<file path="config.mk">
export PLATFORM = sky130hd
export DESIGN_NAME = instr_fetch
export DESIGN_NICKNAME = d
export VERILOG_FILES = /design/src/rtl/fetch_pkg.sv /design/src/rtl/pc_reg.sv /design/src/rtl/instr_fetch.sv
export SDC_FILE = /design/constraint.sdc
export NUM_CORES = 1
export LEC_CHECK = 0
export CORE_MARGIN = 4
export CORE_UTILIZATION = 52
export CTS_BUF_LIST = sky130_fd_sc_hd__clkbuf_8
export DETAILED_ROUTE_END_ITERATION = 6
export HOLD_SLACK_MARGIN = 0.06
export PLACE_DENSITY = 0.91
export SETUP_SLACK_MARGIN = 0.1
export SLEW_MARGIN = 20
export SYNTH_ARGS = -nofsm -noshare
export SYNTH_HDL_FRONTEND = slang
export SYNTH_SLANG_ARGS = --single-unit
</file>
<file path="constraint.sdc">
create_clock -name clk -period 4.1 [get_ports clk]
set_input_delay 0.82 -clock clk [delete_from_list [all_inputs] [get_ports clk]]
set_output_delay 0.82 -clock clk [all_outputs]
set_load 0.03 [all_outputs]
</file>
<file path="src/rtl/fetch_pkg.sv">
// Shared types and widths for the instruction fetch unit and its PC register.
package fetch_pkg;

   localparam int INSTR_W    = 32;
   localparam int ADDR_W     = 32;
   localparam int OPCODE_MSB = 31;
   localparam int OPCODE_LSB = 26;
   localparam int OPCODE_W   = OPCODE_MSB - OPCODE_LSB + 1;

   localparam logic [OPCODE_W-1:0] DEF_HALT_OPCODE = 6'b111111;

   typedef enum logic [1:0] {
      ST_FETCH = 2'd0,
      ST_DRAIN = 2'd1,
      ST_HOLD  = 2'd2,
      ST_HALT  = 2'd3
   } fetch_state_e;

   function automatic logic [OPCODE_W-1:0] get_opcode(input logic [INSTR_W-1:0] word);
      return word[OPCODE_MSB:OPCODE_LSB];
   endfunction

endpackage

</file>
<file path="src/rtl/pc_reg.sv">
// Program counter: reset load, branch load and sequential increment, in that priority.
module pc_reg
   import fetch_pkg::*;
#(
   parameter logic [ADDR_W-1:0] RESET_PC = '0,
   parameter logic [ADDR_W-1:0] PC_STEP  = 32'd4
) (
   input  logic              clk,
   input  logic              reset,
   input  logic              i_load,
   input  logic [ADDR_W-1:0] i_target,
   input  logic              i_inc,
   output logic [ADDR_W-1:0] o_pc
);

   logic [ADDR_W-1:0] r_pc;

   always_ff @(posedge clk) begin
      if (!reset) begin
         r_pc <= RESET_PC;
      end else if (i_load) begin
         r_pc <= i_target;
      end else if (i_inc) begin
         r_pc <= r_pc + PC_STEP;
      end
   end

   assign o_pc = r_pc;

endmodule

</file>
<file path="src/rtl/instr_fetch.sv">
// Single-outstanding instruction fetcher: requests a word, holds it for the decoder,
// and redirects on branch, draining any in-flight request before refetching.
module instr_fetch
   import fetch_pkg::*;
#(
   parameter logic [ADDR_W-1:0]   RESET_PC    = 32'h0000_0000,
   parameter int unsigned         PC_STEP     = 4,
   parameter logic [OPCODE_W-1:0] HALT_OPCODE = DEF_HALT_OPCODE
) (
   input  logic                clk,
   input  logic                reset,
   input  logic                pc_src,
   input  logic [ADDR_W-1:0]   branch_target,
   output logic                imem_req,
   output logic [ADDR_W-1:0]   imem_addr,
   input  logic                imem_ack,
   input  logic [INSTR_W-1:0]  imem_rdata,
   output logic                instr_valid,
   output logic [INSTR_W-1:0]  instr,
   output logic [OPCODE_W-1:0] opcode,
   output logic [ADDR_W-1:0]   instr_pc,
   input  logic                instr_ready,
   output logic [15:0]         issued_cnt,
   output fetch_state_e        dbg_state
);

   fetch_state_e       r_state;
   fetch_state_e       w_next_state;
   logic [ADDR_W-1:0]  w_pc;
   logic [ADDR_W-1:0]  r_drain_addr;
   logic [INSTR_W-1:0] r_instr;
   logic [ADDR_W-1:0]  r_instr_pc;
   logic [15:0]        r_issued_cnt;
   logic               w_pc_load;
   logic               w_pc_inc;
   logic               w_capture;
   logic               w_count;
   logic               w_enter_drain;

   pc_reg #(
      .RESET_PC (RESET_PC),
      .PC_STEP  (ADDR_W'(PC_STEP))
   ) u_pc_reg (
      .clk      (clk),
      .reset    (reset),
      .i_load   (w_pc_load),
      .i_target (branch_target),
      .i_inc    (w_pc_inc),
      .o_pc     (w_pc)
   );

   // Handshakes: memory beat completes in any cycle with imem_req && imem_ack;
   // decoder transfer completes with instr_valid && instr_ready && !pc_src.
   always_comb begin
      w_next_state  = r_state;
      w_pc_load     = 1'b0;
      w_pc_inc      = 1'b0;
      w_capture     = 1'b0;
      w_count       = 1'b0;
      w_enter_drain = 1'b0;
      case (r_state)
         ST_FETCH: begin
            if (pc_src) begin
               w_pc_load     = 1'b1;
               w_enter_drain = !imem_ack;
               w_next_state  = imem_ack ? ST_FETCH : ST_DRAIN;
            end else if (imem_ack) begin
               w_capture    = 1'b1;
               w_pc_inc     = 1'b1;
               w_next_state = ST_HOLD;
            end
         end
         ST_DRAIN: begin
            w_pc_load = pc_src;
            if (imem_ack) w_next_state = ST_FETCH;
         end
         ST_HOLD: begin
            if (pc_src) begin
               w_pc_load    = 1'b1;
               w_next_state = ST_FETCH;
            end else if (instr_ready) begin
               w_count      = 1'b1;
               w_next_state = (get_opcode(r_instr) == HALT_OPCODE) ? ST_HALT : ST_FETCH;
            end
         end
         ST_HALT: w_next_state = ST_HALT;
         default: w_next_state = ST_FETCH;
      endcase
   end

   always_ff @(posedge clk) begin
      if (!reset) begin
         r_state      <= ST_FETCH;
         r_drain_addr <= '0;
         r_instr      <= '0;
         r_instr_pc   <= '0;
         r_issued_cnt <= '0;
      end else begin
         r_state <= w_next_state;
         // The drained request keeps its original address while pc tracks the redirect.
         if (w_enter_drain) r_drain_addr <= w_pc;
         if (w_capture) begin
            r_instr    <= imem_rdata;
            r_instr_pc <= w_pc;
         end
         if (w_count) r_issued_cnt <= r_issued_cnt + 16'd1;
      end
   end

   assign imem_req    = reset && ((r_state == ST_FETCH) || (r_state == ST_DRAIN));
   assign imem_addr   = (r_state == ST_DRAIN) ? r_drain_addr : w_pc;
   assign instr_valid = (r_state == ST_HOLD);
   assign instr       = r_instr;
   assign opcode      = get_opcode(r_instr);
   assign instr_pc    = r_instr_pc;
   assign issued_cnt  = r_issued_cnt;
   assign dbg_state   = r_state;

endmodule

</file>
**Word level (Yosys, flattened, before mapping)**

Cells that the tools add are included.

- Reductions and logical operators: 7
- Equal/unequal tests: 7
- Mux-type cells: 21
- Add/subtract/negate cells: 2

Operators by type and width:

| kind | count |
|---|---|
| $mux 32 | 3 |
| $add 32x3->32 const B | 1 |
| $add 16x1->16 const B | 1 |
| $mux 2 | 6 |
| $mux 1 | 10 |
| $pmux 2 s4 | 1 |
| $eq 6x6->1 const B | 1 |
| $eq 2x2->1 const B | 2 |
| $ne 3x2->1 const B | 1 |
| $ne 3x3->1 const B | 1 |
| $reduce_and 3->1 | 1 |
| $eq 2x1->1 const B | 1 |
| $logic_not 2->1 | 1 |
| $ne 2x2->1 const B | 1 |
| $pmux 1 s2 | 1 |
| $reduce_bool 2->1 | 1 |
| $reduce_or 2->1 | 1 |
| $logic_and 1x1->1 | 1 |
| $logic_not 1->1 | 1 |
| $logic_or 1x1->1 | 1 |

- Input bits: 69
- Bits in registers: 146
- Logic and storage cells: 43
- Output and inout bits: 122

**Logic depth before layout (Yosys ltp)**

Gate-level depths: netlist of run 1.

- Depth in word-level cells: 5
- Mapped depth: 7
- Gate-level depth less buffers: 6

**Cells and area by module**

From an unflattened synthesis of run 1, not the netlist that was laid out.

- Cells, all modules: 801
- Area, all modules: 6486.2 um^2

By module, submodules not included:

| module | instances | area each (um^2) | cells an instance | sequential area each (um^2) |
|---|---|---|---|---|
| instr_fetch | 1 | 4621.9 | 568 | 2282.2 |
| pc_reg | 1 | 1864.3 | 233 | 640.6 |

**Worst setup path before layout of run 1**

No wires, ideal clock.

- Path kind: input to register
- From: input port pc_src
- To: register u_pc_reg.r_pc[23] (netlist: u_pc_reg.o_pc[23])
- Library setup time: 0.074 ns
- Arrival: 2.477 ns
- Slack: 1.549 ns
- Path buffers: 0
- Required time: 4.026 ns
- Stages: 4
- Path through: or4b_2 > or4_4 > or3_1 > a31oi_1

- Cells in the longest elaborated chain, start to end: 3
- Elaborated cells between the ends (all ways): 6
- Classes of those cells: 5 x mux; 1 x reduce/logical

RTL lines:

| item | RTL line | source |
|---|---|---|
| start: declaration | instr_fetch.sv:12 | `input logic pc_src,` |
| $mux 1 (on tied branches) | instr_fetch.sv:63, instr_fetch.sv:78 |  |
| $pmux 1 s2 / $mux 1 (equally long branches) | instr_fetch.sv:61 | `case (r_state)` |
| $mux 32 / $reduce_bool 2->1 (equally long branches) | - |  |
| end signal: assignment | pc_reg.sv:22 | `r_pc <= i_target;` |
| end signal: assignment | pc_reg.sv:24 | `r_pc <= r_pc + PC_STEP;` |
| end: declaration | pc_reg.sv:16 | `logic [ADDR_W-1:0] r_pc;` |

Several ways; a longest one is shown, not always the timed one.
A chain may end at the register's enable or synchronous reset.

**Final worst setup path of run 1**

- From: input port reset
- To: output port imem_req

- Cells in the longest elaborated chain, start to end: 1

RTL lines:

| item | RTL line | source |
|---|---|---|
| start: declaration | instr_fetch.sv:11 | `input logic reset,` |
| $logic_and 1x1->1 | instr_fetch.sv:110 | `assign imem_req = reset && ((r_state == ST_FETCH) \|\| (r_state == ST_DRAIN));` |
| end: declaration | instr_fetch.sv:14 | `output logic imem_req,` |

No other way between the ends.

==> results of run 1 <==
-- kinds of logic after synthesis --
logic type | Yosys count | share of synthesized area, %
AOI/OAI and AO/OA | 167 | 14.58
xor gates and xnor gates | 32 | 4.450
adders and majority gates | 2 | 0.3972
buffers and inverters | 68 | 4.628
DFF | 146 | 46.40
muxes | 34 | 6.059
and+or+nand+nor | 337 | 23.48
-- placed cells by master (no fill, tap or decap), types with 2 or more instances in the layout --
master           synthesis  routed
nand3_1                 16      16
dfxtp_1                146     146
a31oi_1                  5       5
and3_1                  10      10
inv_1                    4       8
a211oi_1                 8       8
and2_1                   4       4
a221oi_1                 2       2
nor4b_2                  0       2
xnor2_1                 14      14
or4_4                    2       2
buf_4                    6      11
clkdlybuf4s50_1          0     190
mux2_2                  33      33
ha_1                     2       2
clkinv_2                 0       3
and4_1                   3       3
nor4_1                   7       7
nor3_1                   6       6
xor2_1                  18      18
nand2b_1                 2       2
a22oi_1                  3       3
o21ai_0                 21      21
a21oi_1                116     116
nand4_1                 10      10
nor2_1                  40      40
clkbuf_8                 0      21
nand2_1                222     222
nor2b_1                  3       3
-- per-stage QoR --
step                      hold WS [ps]  instance area (sq um)  utilization (%)  std cells  worst slack (ps)
final                            453.4                   8584            73.92       1098             683.8
after global routing             473.8                   8584            73.92       1098             617.7
after CTS                        454.3                   8584            73.92       1098             697.1
after detailed placement         443.9                   8228            70.85       1068             700.6
after global placement           439.2                   8228            70.85       1068             688.1
after floorplan                  433.8                   6299                -        786              1549
-- flip-flops by register name, indices dropped and copies added, names as in the netlist --
register	flops
dbg_state	2
instr	32
instr_pc	32
issued_cnt	16
r_drain_addr	32
u_pc_reg.o_pc	32
-- layer usage --
metal / up-vias / global-route usage, % / wire length (microns)
li1: 2968 / - / -
met1: 2771 / 31.78 / 7504
met2: 250 / 42.65 / 8650
met3: 40 / 9.611 / 1560
met4: 2 / 8.425 / 376
met5: - / 0 / 13
-- layout make-up --
class | count | area share, %
clock inverters | 9 | 0.7871
clock buffers | 21 | 3.367
repair buffers | 202 | 23.35
well taps | 143 | 2.084
flip-flops and latches | 146 | 34.05
inverters | 5 | 0.2478
multi-input cells | 572 | 36.12
-- power breakdown --
part	total (uW)	switching [uW]	internal [uW]	leakage, uW
Clock	1040	520	525	0.000198
Combinational	505	280	225	0.00162
Sequential	1540	63.7	1470	0.00119
-- cells in the mapped netlist, types with 4 or more instances --
cell,count
a211oi_1,8
nand4_1,10
nor2_1,40
a21oi_1,116
and2_1,4
buf_4,6
buf_1,9
nand2_1,222
nor3_1,6
dfxtp_1,146
o21ai_0,21
a31oi_1,5
inv_1,4
and3_1,10
nor4_1,7
buf_2,5
mux2_2,33
nand3_1,16
clkbuf_1,42
xnor2_1,14
xor2_1,18
-- final timing paths --
path	from	end	slack (ps)
worst max register to register	u_pc_reg.o_pc[7]$_SDFFE_PN0P_	u_pc_reg.o_pc[23]$_SDFFE_PN0P_	1650
worst min register to register	instr[21]$_SDFFE_PN0P_	instr[21]$_SDFFE_PN0P_	450
worst min-delay path	instr[21]$_SDFFE_PN0P_	instr[21]$_SDFFE_PN0P_	450
worst max-delay path	reset	imem_req	680
-- critical path: stages --
cell             delay (ps)
clkdlybuf4s50_1         850
inv_4                    40
nor2_1                  180
clkdlybuf4s50_1         710
==> impl_metrics.ini, run 1 <==
[outcome]
status = finished clean

[layout]
area_delta_synth_final_pct = 36.29
layout-drive-gt1-share_pct = 8.691
antenna-diode-count = 0
regArea_sq_um = 2923
nFillCells = 882
fin_nets = 1015
multi_input_area_sq_um = 3100

[synth]
ys_types = 53
synth_edf_count = 0
netlist_top_cells_area = dfxtp_1 (46%), nand2_1 (13%), a21oi_1 (9.2%)
avgSynthCellArea_sq_um = 8.013
synth_flop_cell = dfxtp_1
syn_nets = 857
syn_area_sq_um = 6299
synth-seq-cells = 146
synth_top_area_share_pct = 46.40
yosysWarnings = 0
postSynthCellCount = 786
yosys.area.top_type = dfxtp_1
synth_async_sr_flop_share_pct = 0
seq_area_frac_synth_pct = 46.40

[power]
p_per_area_nw_per_um2 = 359.6
vdd_ir_drop_max_mv = 0.3215
leakagePower_uw = 0.003009
power_uw = 3087

[routing]
wl_per_cell_microns = 16.49
wl_microns = 18110
viasPerCell = 5.493
first_iter_violations = 458
postRouteAntennaNets = 0
drc_errors = 0
drt_pass1_iterations = 5
num_vias = 6031

[floorplanning]
io_pins = 191
fp.dieH_microns = 118.1
rows = 39
start_util_pct = 54.23
dieWidth_microns = 118.1
core_area_sq_um = 11610
die-area_sq_um = 13940

[placed_design]
dp_hpwl_microns = 12220
gp_congestion = 0.8285
portBuffers = 190

[sta]
setup_viol = 0
fin_skew_ps = 9.582
max_freq_mhz = 292.7
relSlewSlack_pct = 37.11
drv_slew = 0
fin_crit_sh_pct = 83.32
grt_setup_unrepaired = no
tightest_slew_ps = 943.3
hold_violations = 0
final.min_clock_period_ps = 3416
tns_ps = 0

[global_route]
overflow = 0
grt_start_max_net_pins = 90
track_usage_pct = 26.04
antenna_found_initial = 1
grt_pass1_vias = 5788
grt_pass1_wl_microns = 29610

[min_path]
hold_depth = 2
hp-class = flop to flop

[clock_tree]
clock-sinks = 146
cts_resized = 0
cts-root-buf = clkbuf_8
h-tree-depth = 4
cts_tree = yes
clk_latency_ps = 450
cts.clk_slew.worst_paths_ps = 70
hold_buffers = 0
cts-buffers-inserted = 17
cts_buffer_depth = 2
post_cts_buffers = 0

[setup_path]
crit_fanout = 15
r2r_cells = 5
required_ps = 3280
worstPathArrival_ps = 2600
path_class = input pin to primary output
end_kind = primary output
cp-start-kind = input pin

[flow_run]
cap_violations = 0
(Power assumes the default switching activity.)
==> run 2, diff against run 1 <==
--- a/config.mk
+++ b/config.mk
@@ -6,11 +6,11 @@
 export NUM_CORES = 1
 export LEC_CHECK = 0
 export CORE_MARGIN = 4
-export CORE_UTILIZATION = 52
+export CORE_UTILIZATION = 49
 export CTS_BUF_LIST = sky130_fd_sc_hd__clkbuf_8
 export DETAILED_ROUTE_END_ITERATION = 6
 export HOLD_SLACK_MARGIN = 0.06
-export PLACE_DENSITY = 0.91
+export PLACE_DENSITY = 0.87
 export SETUP_SLACK_MARGIN = 0.1
 export SLEW_MARGIN = 20
 export SYNTH_ARGS = -nofsm -noshare
==> constraint.sdc (replaced) <==
create_clock -name clk -period 3.39 [get_ports clk]
set_input_delay 0.678 -clock clk [delete_from_list [all_inputs] [get_ports clk]]
set_output_delay 0.678 -clock clk [all_outputs]
set_load 0.03 [all_outputs]
==> run 2 against run 1 <==
Against the previous run: via count barely moved; hold slack worse by 0.77 ps; sequential share of layout area is 0.27 points lower; clock power grew 16%; flip-flop and latch count unchanged; count of clock-buffer cells in the layout shrank 1; global-route usage down 1.4 points; sequential power increased by 20%; worst setup slack got worse by 400 ps; final area rose by 0.80%; routed wire length increased by 0.13%; largest cell class unchanged.
==> impl_metrics.ini, run 2 (synthesized netlist as in run 1, its figures left out) <==
[clock_tree]
hold_buffers = 0
clock-sinks = 146
cts_tree = yes
cts.clk_slew.worst_paths_ps = 70
cts-buffers-inserted = 17
h-tree-depth = 4
clk_latency_ps = 440
cts_resized = 0
cts_buffer_depth = 2
cts-root-buf = clkbuf_8
post_cts_buffers = 0

[setup_path]
cp_slowest_stage_delay_ps = 610
slowest_stage = clkdlybuf4s50_1
required_ps = 2710
crit_chain = nand2b_1 > buf_4 > mux2_2 > clkdlybuf4s50_1
end_kind = primary output
crit_buf_inv = 2
crit_fanout = 32
path_class = flop to primary output
critical-path-top-delay-family = buffers and inverters
worstPathArrival_ps = 2430
cp-start-kind = flop

[global_route]
overflow = 0
grt_pass1_vias = 5759
track_usage_pct = 24.61
grt-busiest-layer = met2
use_met2_pct = 39.86
grt_start_max_net_pins = 133
antenna_found_initial = 0
grt_use_met3_pct = 7.273
grt_pass1_wl_microns = 28860
grt_use_met1_pct = 30.86

[floorplanning]
fp.dieH_microns = 121.4
dieWidth_microns = 121.4
io_pins = 191
start_util_pct = 49.91
rows = 41
die-area_sq_um = 14730
core_area_sq_um = 12620

[sta]
hold_violations = 0
tns_ps = 0
final.min_clock_period_ps = 3109
fin_skew_ps = 11.60
max_freq_mhz = 321.6
setup_viol = 0
drv_slew = 0
grt_setup_unrepaired = no
fin_crit_sh_pct = 91.72
tightest_slew_ps = 627.1
relSlewSlack_pct = 58.19

[layout]
final_cell_mix = nand2_1 (222), clkdlybuf4s50_1 (181), dfxtp_1 (146), a21oi_1 (116), nor2_1 (40)
fin_cells = 1134
fin_util_pct = 68.57
layout-drive-gt1-share_pct = 10.30
layout_commonest_cell = nand2_1
area_delta_synth_final_pct = 37.39
fin_nets = 1022

[routing]
wl_microns = 18130
drt_pass1_iterations = 5
viasPerCell = 5.315
wl_per_cell_microns = 15.99
drc_errors = 0
first_iter_violations = 491
postRouteAntennaNets = 0
num_vias = 6027

[power]
leakagePower_uw = 0.003055
p_per_area_nw_per_um2 = 426.2
vdd_ir_drop_max_mv = 0.2965

[outcome]
status = finished clean

[min_path]
hp-class = flop to flop

[placed_design]
dp.cells = 1104
dp_hpwl_microns = 12330
gp_congestion = 0.8796
portBuffers = 190

[flow_run]
cap_violations = 0
run 2: final timing paths:
path / from / endpoint / slack [ps] / cells past startpoint
max: dbg_state[0]$_SDFFE_PN0P_ / imem_addr[6] / 280 / 4
min reg2reg: instr_pc[20]$_SDFFE_PN0P_ / instr_pc[20]$_SDFFE_PN0P_ / 450 / 2
min: instr_pc[20]$_SDFFE_PN0P_ / instr_pc[20]$_SDFFE_PN0P_ / 450 / 2
max reg2reg: u_pc_reg.o_pc[4]$_SDFFE_PN0P_ / u_pc_reg.o_pc[23]$_SDFFE_PN0P_ / 1010 / 5
run 2: tightest hold or removal path, cell delays in order, from the launching register on:
cell and delay, ps:
dfxtp_1 310, nand2_1 50, a21oi_1 50
run 2: where the power goes:
group	internal [uW]	switching, uW
clock	612	601
sequential	1780	69.1
combinational	276	348
total	2670	1020
run 2: stage by stage:
| stage | worst slack (ps) | area (sq um) | hold WS, ps | total power (uW) |
|---|---|---|---|---|
| floorplan | 981.0 | 6299 | 433.8 | 2227 |
| global placement | 431.0 | 8307 | 438.4 | 2500 |
| detailed placement | 388.3 | 8307 | 445.1 | 2511 |
| CTS | 245.0 | 8651 | 455.9 | 3716 |
| global route | 155.5 | 8651 | 472.5 | 3850 |
| finish | 280.7 | 8653 | 452.7 | 3688 |
run 2: cell type report:
type	count	area, sq um
multi-input combinational	572	3100
fill	1038	3966
antenna	1	2.502
clock inverter	9	68.82
inverter	5	21.27
clock buffer	20	275.3
sequential	146	2923
tap	172	215.2
timing repair buffer	209	2047
run 2: layer usage:
metal	vias to the layer above	wire length, microns
li1	2984	-
met1	2829	7766
met2	187	8633
met3	27	1353
met4	0	376
met5	-	0
==> run 3, diff against run 2 <==
--- a/config.mk
+++ b/config.mk
@@ -10,9 +10,10 @@
 export CTS_BUF_LIST = sky130_fd_sc_hd__clkbuf_8
 export DETAILED_ROUTE_END_ITERATION = 6
 export HOLD_SLACK_MARGIN = 0.06
-export PLACE_DENSITY = 0.87
+export PLACE_DENSITY = 0.86
 export SETUP_SLACK_MARGIN = 0.1
 export SLEW_MARGIN = 20
 export SYNTH_ARGS = -nofsm -noshare
 export SYNTH_HDL_FRONTEND = slang
+export SYNTH_HIERARCHICAL = 1
 export SYNTH_SLANG_ARGS = --single-unit
==> run 3 against run 2 <==
Against the previous run: global-route usage down 0.18 points; clock skew down 2.9 ps; fmax up 2.7%; largest cell class unchanged.
==> impl_metrics.ini, run 3 <==
[sta]
relSlewSlack_pct = 53.34
tns_ps = 0
fin_crit_sh_pct = 89.27
max_freq_mhz = 330.4
drv_slew = 0
grt_setup_unrepaired = no
fin_skew_ps = 8.705
hold_violations = 0
tightest_slew_ps = 693.5
final.min_clock_period_ps = 3026
setup_viol = 0

[power]
p_comb_share_pct = 17.1
power_frac_seq_pct = 50.3
p_sw_uw = 1057
switching_share_pct = 28.52
power_uw = 3705
intPower_uw = 2648
p_per_area_nw_per_um2 = 420.7
leakagePower_uw = 0.003075
vdd_ir_drop_max_mv = 0.2844
power.share.clock_pct = 32.6

[clock_tree]
cts_buffer_depth = 2
h-tree-depth = 4
cts_tree = yes
cts_resized = 0
cts.clk_slew.worst_paths_ps = 70
clock-sinks = 146
post_cts_buffers = 0
cts-buffers-inserted = 17
clk_latency_ps = 450
hold_buffers = 0
cts-root-buf = clkbuf_8

[placed_design]
dp_hpwl_microns = 12410
gp_congestion = 0.8837
portBuffers = 190

[routing]
wl_microns = 18570
viasPerCell = 5.534
num_vias = 6342
wl_per_cell_microns = 16.21
first_iter_violations = 477
drt_pass1_iterations = 5
postRouteAntennaNets = 0
drc_errors = 0

[floorplanning]
dieWidth_microns = 123.1
fp.dieH_microns = 123.1
core_area_sq_um = 12770
start_util_pct = 50.78
io_pins = 191
die-area_sq_um = 15140
rows = 41

[global_route]
track_usage_pct = 24.43
grt_pass1_wl_microns = 29610
grt_start_max_net_pins = 114
antenna_found_initial = 1
grt_pass1_vias = 5942
overflow = 0

[synth]
synth_top_area_share_pct = 45.06
avgSynthCellArea_sq_um = 8.098
seq_area_frac_synth_pct = 45.06
yosys.area.top_type = dfxtp_1
synth_most_common_cell = nand2_1
yosysWarnings = 6
syn_area_sq_um = 6486
synth_async_sr_flop_share_pct = 0
postSynthCellCount = 801
netlist_top_cells_area = dfxtp_1 (45%), nand2_1 (12%), a21oi_1 (8.6%)
synth_edf_count = 0
synth_common_cells = nand2_1 (214), dfxtp_1 (146), a21oi_1 (112)
synth_flop_cell = dfxtp_1
synth-seq-cells = 146
ys_types = 57
syn_nets = 872

[layout]
area_delta_synth_final_pct = 35.76
layout-drive-gt1-share_pct = 9.240
antenna-diode-count = 0
fin_util_pct = 68.94
multi_input_area_sq_um = 3273
layout_commonest_cell = nand2_1
regArea_sq_um = 2923
nFillCells = 1033
fin_nets = 1032
final_cell_mix = nand2_1 (214), clkdlybuf4s50_1 (187), dfxtp_1 (146), a21oi_1 (112), mux2_2 (30)

[outcome]
status = finished clean

[setup_path]
worstPathArrival_ps = 2350
crit_fanout = 32
path_class = flop to primary output
required_ps = 2710
cp-start-kind = flop
end_kind = primary output

[flow_run]
cap_violations = 0

[min_path]
hp-class = flop to flop
-- run 3: cell types whose count changed after synthesis, moves of 7 or more --
cell / previous run / this run
and3_1: 10 / 3
nand2_1: 222 / 214
nand4_1: 10 / 21
nor2_1: 40 / 29
o31ai_1: 0 / 12
or4_1: 1 / 11
xor2_1: 18 / 8
-- run 3: per-layer routing --
metal	up-vias	global-route usage, %	part of all wire, %
met3	32	5.947	7.1
met5	-	0	0.065
met4	2	8.028	1.6
met1	2966	31.98	43
met2	241	39.80	48
li1	3101	-	-
-- run 3: power groups by stage --
stage	clock network, uW	logic, uW	registers (uW)
after global routing	1310	676	1880
after CTS	1230	636	1860
after global placement	0	627	1900
after detailed placement	0	631	1900
final	1210	633	1860
after floorplan	0	305	1940
-- run 3: worst max-delay path, stage by stage (launching register included) --
cell             delay, ps
dfxtp_1                310
or2b_1                 150
buf_4                  410
mux2_2                 400
clkdlybuf4s50_1        610
-- run 3: final timing paths --
check	end	start	cells after the start	slack [ps]
min reg2reg	instr[22]$_SDFFE_PN0P_	instr[22]$_SDFFE_PN0P_	2	450
min	instr[22]$_SDFFE_PN0P_	instr[22]$_SDFFE_PN0P_	2	450
max reg2reg	u_pc_reg/o_pc[23]$_SDFFE_PN0N_	dbg_state[0]$_SDFFE_PN0P_	8	1200
max	imem_addr[27]	dbg_state[0]$_SDFFE_PN0P_	4	360
-- run 3: final cells by class --
class,count,area share [%]
Multi-Input combinational cell,586,37.17
Sequential cell,146,33.19
Timing Repair Buffer,204,22.99
Clock buffer,22,3.438
Tap cell,172,2.444
Clock inverter,10,0.4973
Inverter,6,0.2700
-- run 3: cell families after synthesis --
logic type               after synthesis  share of synthesized area, %
XOR/XNOR                              19                         2.566
AO/OA/AOI/OAI                        175                         14.97
AND/OR/NAND/NOR                      351                         25.77
multiplexers                          39                         6.636
buffers and inverters                 69                         4.610
flip-flops                           146                         45.06
adder cells (fa/ha/maj)                2                        0.3857
-- run 3: through the flow --
stage | area (sq um) | hold slack (ps) | cells | setup slack (ps)
2_1_floorplan | 6486 | 432.2 | 801 | 822.7
3_3_place_gp | 8459 | 437.9 | 1114 | 531.9
3_5_place_dp | 8459 | 445.8 | 1114 | 478.8
4_1_cts | 8806 | 455.9 | 1146 | 340.0
5_1_grt | 8806 | 474.2 | 1146 | 272.1
6_report | 8806 | 454.1 | 1146 | 363.8
